$ cat src/rtl/mem_sequencer.sv
// mem_sequencer: LOAD/PLAY sequencer for the 16x8 packet memory.
// Sole driver of the memory address and write enable.
module mem_sequencer #(
  parameter int DEPTH = 16,
  parameter int AW    = 4
) (
  input  logic          clk,
  input  logic          rst_n,
  input  logic          load_start,
  input  logic [AW-1:0] load_len,
  input  logic          in_valid,
  input  logic          run_start,
  input  logic [3:0]    run_reps,
  input  logic          abort,
  input  logic          pkt_ready,
  output logic [AW-1:0] mem_addr,
  output logic          mem_write_mode,
  output logic          pkt_valid,
  output logic          pkt_last,
  output logic          busy,
  output logic          loaded
);

  typedef enum logic [1:0] {
    S_IDLE = 2'd0,
    S_LOAD = 2'd1,
    S_PLAY = 2'd2
  } state_t;

  localparam logic [AW-1:0] LAST_IDX = AW'(DEPTH - 1);

  state_t        r_state;
  logic [AW-1:0] r_wr_ptr;
  logic [AW-1:0] r_rd_ptr;
  logic [AW-1:0] r_len_q;
  logic [3:0]    r_rep_cnt;
  logic [3:0]    r_reps_q;
  logic          r_loaded;

  state_t        w_state_nxt;
  logic [AW-1:0] w_wr_nxt;
  logic [AW-1:0] w_rd_nxt;
  logic [AW-1:0] w_len_nxt;
  logic [3:0]    w_rep_nxt;
  logic [3:0]    w_reps_nxt;
  logic          w_loaded_nxt;

  logic          w_rd_end;
  logic          w_rep_end;
  logic          w_hs;
  logic [AW-1:0] w_wr_inc;
  logic [AW-1:0] w_rd_inc;

  assign w_rd_end  = (r_rd_ptr == r_len_q);
  assign w_rep_end = (r_rep_cnt == r_reps_q);
  assign w_hs      = pkt_valid & pkt_ready;

  // Pointers wrap at the memory depth
  assign w_wr_inc = (r_wr_ptr == LAST_IDX) ? '0 : r_wr_ptr + 1'b1;
  assign w_rd_inc = (r_rd_ptr == LAST_IDX) ? '0 : r_rd_ptr + 1'b1;

  assign busy   = (r_state != S_IDLE);
  assign loaded = r_loaded;

  // State and datapath registers
  always_ff @(posedge clk or negedge rst_n) begin
    if (!rst_n) begin
      r_state   <= S_IDLE;
      r_wr_ptr  <= '0;
      r_rd_ptr  <= '0;
      r_len_q   <= '0;
      r_rep_cnt <= '0;
      r_reps_q  <= '0;
      r_loaded  <= 1'b0;
    end else begin
      r_state   <= w_state_nxt;
      r_wr_ptr  <= w_wr_nxt;
      r_rd_ptr  <= w_rd_nxt;
      r_len_q   <= w_len_nxt;
      r_rep_cnt <= w_rep_nxt;
      r_reps_q  <= w_reps_nxt;
      r_loaded  <= w_loaded_nxt;
    end
  end

  // Next-state, next-datapath and memory/stream outputs
  always_comb begin
    w_state_nxt    = r_state;
    w_wr_nxt       = r_wr_ptr;
    w_rd_nxt       = r_rd_ptr;
    w_len_nxt      = r_len_q;
    w_rep_nxt      = r_rep_cnt;
    w_reps_nxt     = r_reps_q;
    w_loaded_nxt   = r_loaded;
    mem_addr       = '0;
    mem_write_mode = 1'b0;
    pkt_valid      = 1'b0;
    pkt_last       = 1'b0;

    unique case (r_state)
      S_IDLE: begin
        if (load_start) begin
          w_state_nxt  = S_LOAD;
          w_len_nxt    = load_len;
          w_wr_nxt     = '0;
          w_loaded_nxt = 1'b0;
        end else if (run_start && r_loaded) begin
          w_state_nxt = S_PLAY;
          w_reps_nxt  = run_reps;
          w_rd_nxt    = '0;
          w_rep_nxt   = '0;
        end
      end
      S_LOAD: begin
        mem_addr       = r_wr_ptr;
        mem_write_mode = in_valid;
        if (in_valid) begin
          w_wr_nxt = w_wr_inc;
          if (r_wr_ptr == r_len_q) begin
            w_state_nxt  = S_IDLE;
            w_loaded_nxt = 1'b1;
          end
        end
      end
      S_PLAY: begin
        mem_addr  = r_rd_ptr;
        pkt_valid = 1'b1;
        pkt_last  = w_rd_end & w_rep_end;
        if (w_hs) begin
          if (!w_rd_end) begin
            w_rd_nxt = w_rd_inc;
          end else if (!w_rep_end) begin
            w_rd_nxt  = '0;
            w_rep_nxt = r_rep_cnt + 1'b1;
          end else begin
            w_state_nxt = S_IDLE;
          end
        end
      end
      default: begin
        w_state_nxt = S_IDLE;
      end
    endcase

    // Abort overrides everything; a partial load stays invalid
    if (abort) begin
      w_state_nxt    = S_IDLE;
      mem_write_mode = 1'b0;
      w_wr_nxt       = r_wr_ptr;
      w_rd_nxt       = r_rd_ptr;
      w_rep_nxt      = r_rep_cnt;
      if (r_state == S_LOAD) begin
        w_loaded_nxt = 1'b0;
      end
    end
  end

endmodule
$ cat config.mk
export PLATFORM = sky130hd
export DESIGN_NAME = mem_sequencer
export DESIGN_NICKNAME = d
export VERILOG_FILES = /design/src/rtl/mem_sequencer.sv
export SDC_FILE = /design/constraint.sdc
export NUM_CORES = 1
export LEC_CHECK = 0
export ABC_AREA = 1
export CORE_MARGIN = 3
export CORE_UTILIZATION = 48
export DETAILED_ROUTE_END_ITERATION = 6
export GPL_ROUTABILITY_DRIVEN = 0
export PLACE_DENSITY = 0.84
export SLEW_MARGIN = 0
export SYNTH_ARGS = -nofsm -noshare
export SYNTH_HDL_FRONTEND = slang
export SYNTH_SLANG_ARGS = --single-unit
$ cat constraint.sdc
create_clock -name clk -period 1.4 [get_ports clk]
set_clock_uncertainty 0.05 [all_clocks]
set_input_delay 0.21 -clock clk [delete_from_list [all_inputs] [get_ports clk]]
set_output_delay 0.21 -clock clk [all_outputs]
set_load 0.01 [all_outputs]
==> results.yml <==
clock_tree:
  clk-insertion-delay-late_ns: 0.32
  clk_path_buf_depth: 2
  cts_buffers: 3
  htree_num_levels: 1
  root_buffer: "clkbuf_4"
  ctsHoldBuffers: 0
  clock_sinks: 23
  cts_tree: "built"
  path_clk_slew_ns: 0.14
synth:
  synth_edf_count: 0
  synth_top_area_frac: 0.367
  synth-seq-cells: 23
  avgSynthCellArea_um2: 7.47
  async_flop_share: 1.00
  synth_top_cell_by_area: "dfrtp_1"
  yosys_warnings: 0
  yosysMostFrequentCell: "nand2_1"
  synth_area_leaders: "dfrtp_1 37%, nand2_1 15%, ha_1 4.8%, inv_1 4.5%, o21ai_0 3.2%"
  ys_seq_area_frac: 0.367
  synth-main-ff-cell: "dfrtp_1"
  yosysUniqueCellTypes: 28
  synth_common_cells: "63 x nand2_1, 23 x dfrtp_1, 19 x inv_1, 12 x nor2_1, 11 x inv_2"
  syn-num-nets: 231
  syn_inst: 210
  syn_area_um2: 1570
critical_path:
  crit_required_ns: 1.62
  start_kind: "flop"
  crit_buf_inv: 2
  crit_family: "simple AND/OR/NAND/NOR gates"
  critPathArrivalTime_ns: 2.06
  crit_type: "reg -> reg"
  cpPeakStageDelay_ns: 0.44
  cp_max_fo: 3
  crit_top_cell: "nand2_1"
  endpoint_kind: "flop"
  cp_cell_sequence: "buf_4 -> buf_4 -> nand2_1 -> nand2_1 -> nor2_4 -> nand2_2 -> a21oi_4 -> nand2_2 -> nand2_1 -> nand2_1 -> nor2_2"
  r2r_slack_ns: -0.44
  cp_slowest_cell: "dfrtp_1"
timing:
  holdWs_ns: 0.180
  finalSetupViolations: 27
  finalHoldViolations: 0
  worst_slack_ns: -0.436
  relSlewSlack: 0.788
  period_minus_slack_ns: 1.84
  rsz0062_at_grt: "true"
  fin_crit_sh: 1.31
  max_freq_mhz: 545
  tightest_slew_ns: 0.317
  finalSetupTns_ns: -7.55
  report.final.slew_viol_count: 0
floorplan:
  die_h_um: 63.2
  dieArea_um2: 3990
  core_um2: 3080
  initial_core_util: 0.509
  die_x_um: 63.2
  io_pins: 24
  row_count: 20
place:
  place_hpwl_mm: 3.18
  port_buffers: 23
  place_ws_ns: -0.382
detailed_routing:
  drt_iter0_drc: 140
  via_per_inst: 5.55
  vias: 1866
  drc_errors: 0
  dr.pass1.iters: 5
  antenna_left: 0
  post_drt_wl_per_cell_um: 18.0
  wirelength_mm: 6.03
final_layout:
  fin_nets: 314
  antenna_cells: 0
  area_delta_synth_final_pct: 63.0
  drive_gt1_frac: 0.500
  fillers: 169
grt:
  grt_pass1_wl_mm: 7.98
  grt_usage: 0.256
  grt_overflow_total: 0
  grt_max_degree: 24
  grt_pass1_vias: 1741
  antenna_found_initial: 0
power_and_ir_drop:
  power_density_nw_per_um2: 1710
  peakVddDrop_v: 0.00103
  leakage_nw: 1.25
hold_path:
  hold_path_class: "in -> async"
run_status:
  outcome: "finished with violations"
  violations: "setup timing"
run:
  drv_cap: 0
-- path summary, 6_finish.rpt --
kind | start | endpoint | cells past startpoint
setup / recovery | r_len_q[2] | r_state[1] | 11
hold / removal | rst_n | r_reps_q[0] | 2
setup reg to reg | r_len_q[2] | r_state[1] | 11
hold reg to reg | r_reps_q[3] | r_reps_q[3] | 1
max in group asynchronous | rst_n | r_reps_q[1] | 2
min in group clk | load_len[2] | r_len_q[2] | 3
-- area by class of cell --
class	instances	area, µm²	area share
repair buffers	80	684	0.268
flip-flops and latches	23	576	0.225
inverters	30	130	0.0509
multi-input cells	155	1080	0.424
well taps	44	55.1	0.0215
clock buffers	4	26.3	0.0103
-- repair_timing --
| action | in CTS | in global routing |
|---|---|---|
| gates cloned | 1 | 0 |
| pin swaps | 18 | 16 |
| setup endpoints to repair | 28 | 27 |
| resized for setup | 60 | 43 |
| buffers inserted | 13 | 6 |
-- where the power goes --
group / total [mW] / switching, mW / internal, mW / leakage [nW]
clock: 0.336 / 0.224 / 0.112 / 0.0150
combinational: 2.97 / 1.57 / 1.40 / 0.935
sequential: 1.06 / 0.206 / 0.859 / 0.300
total: 4.37 / 2.00 / 2.37 / 1.25
-- metrics by stage --
stage	area, µm²	utilization	std cells	total power, mW
2_1_floorplan	1630	-	210	2.27
3_5_place_dp	2220	0.720	317	3.19
6_report	2560	0.830	336	4.37
3_3_place_gp	2220	0.720	317	3.10
5_1_grt	2560	0.830	336	4.60
4_1_cts	2380	0.774	332	3.78
-- sequential cells by signal, summed over array words and instances, names as in the netlist --
name,flops
r_len_q,4
r_rd_ptr,4
r_rep_cnt,4
r_reps_q,4
r_wr_ptr,4
r_state,2
loaded,1
-- cells in the final DEF (no fill, tap or decap), types with 4 or more instances in the layout --
cell / synthesis / layout
a21oi_2: 0 / 6
buf_2: 2 / 5
buf_4: 0 / 45
buf_6: 0 / 14
clkdlybuf4s50_1: 0 / 14
dfrtp_1: 23 / 23
inv_1: 19 / 14
inv_2: 11 / 11
inv_4: 0 / 4
nand2_1: 63 / 52
nand2_2: 7 / 11
nand2_4: 2 / 9
nand3_1: 9 / 6
nand3_2: 1 / 4
nor2_1: 12 / 6
nor2_2: 5 / 6
nor2_4: 4 / 9
o21ai_0: 10 / 6
o21ai_1: 8 / 9
o21ai_2: 1 / 4
-- worst reg2reg max path: cells and delay by family, from the launching register on --
| kind | cells | cell delay (ns) |
|---|---|---|
| AOI/OAI and AO/OA | 1 | 0.18 |
| buffers and inverters | 2 | 0.28 |
| DFF | 1 | 0.44 |
| and+or+nand+nor | 8 | 0.81 |
-- routing by layer --
layer | part of all wire | GRT usage
met1 | 0.37 | 0.282
met2 | 0.50 | 0.465
met3 | 0.081 | 0.0517
met4 | 0.049 | 0.118
met5 | 0 | 0
-- cells by family (layout without fill, tap and decap cells) --
family                   after synthesis  count (layout)  share of synthesized area
AO/OA/AOI/OAI                         32              32                      0.124
XOR/XNOR                               6               6                     0.0335
flip-flops                            23              23                      0.367
AND/OR/NAND/NOR                      109             109                      0.335
buffers and inverters                 32             114                     0.0782
multiplexers                           2               2                     0.0144
adder cells (fa/ha/maj)                6               6                     0.0479
Note: power is estimated with default switching activity, not from simulation.
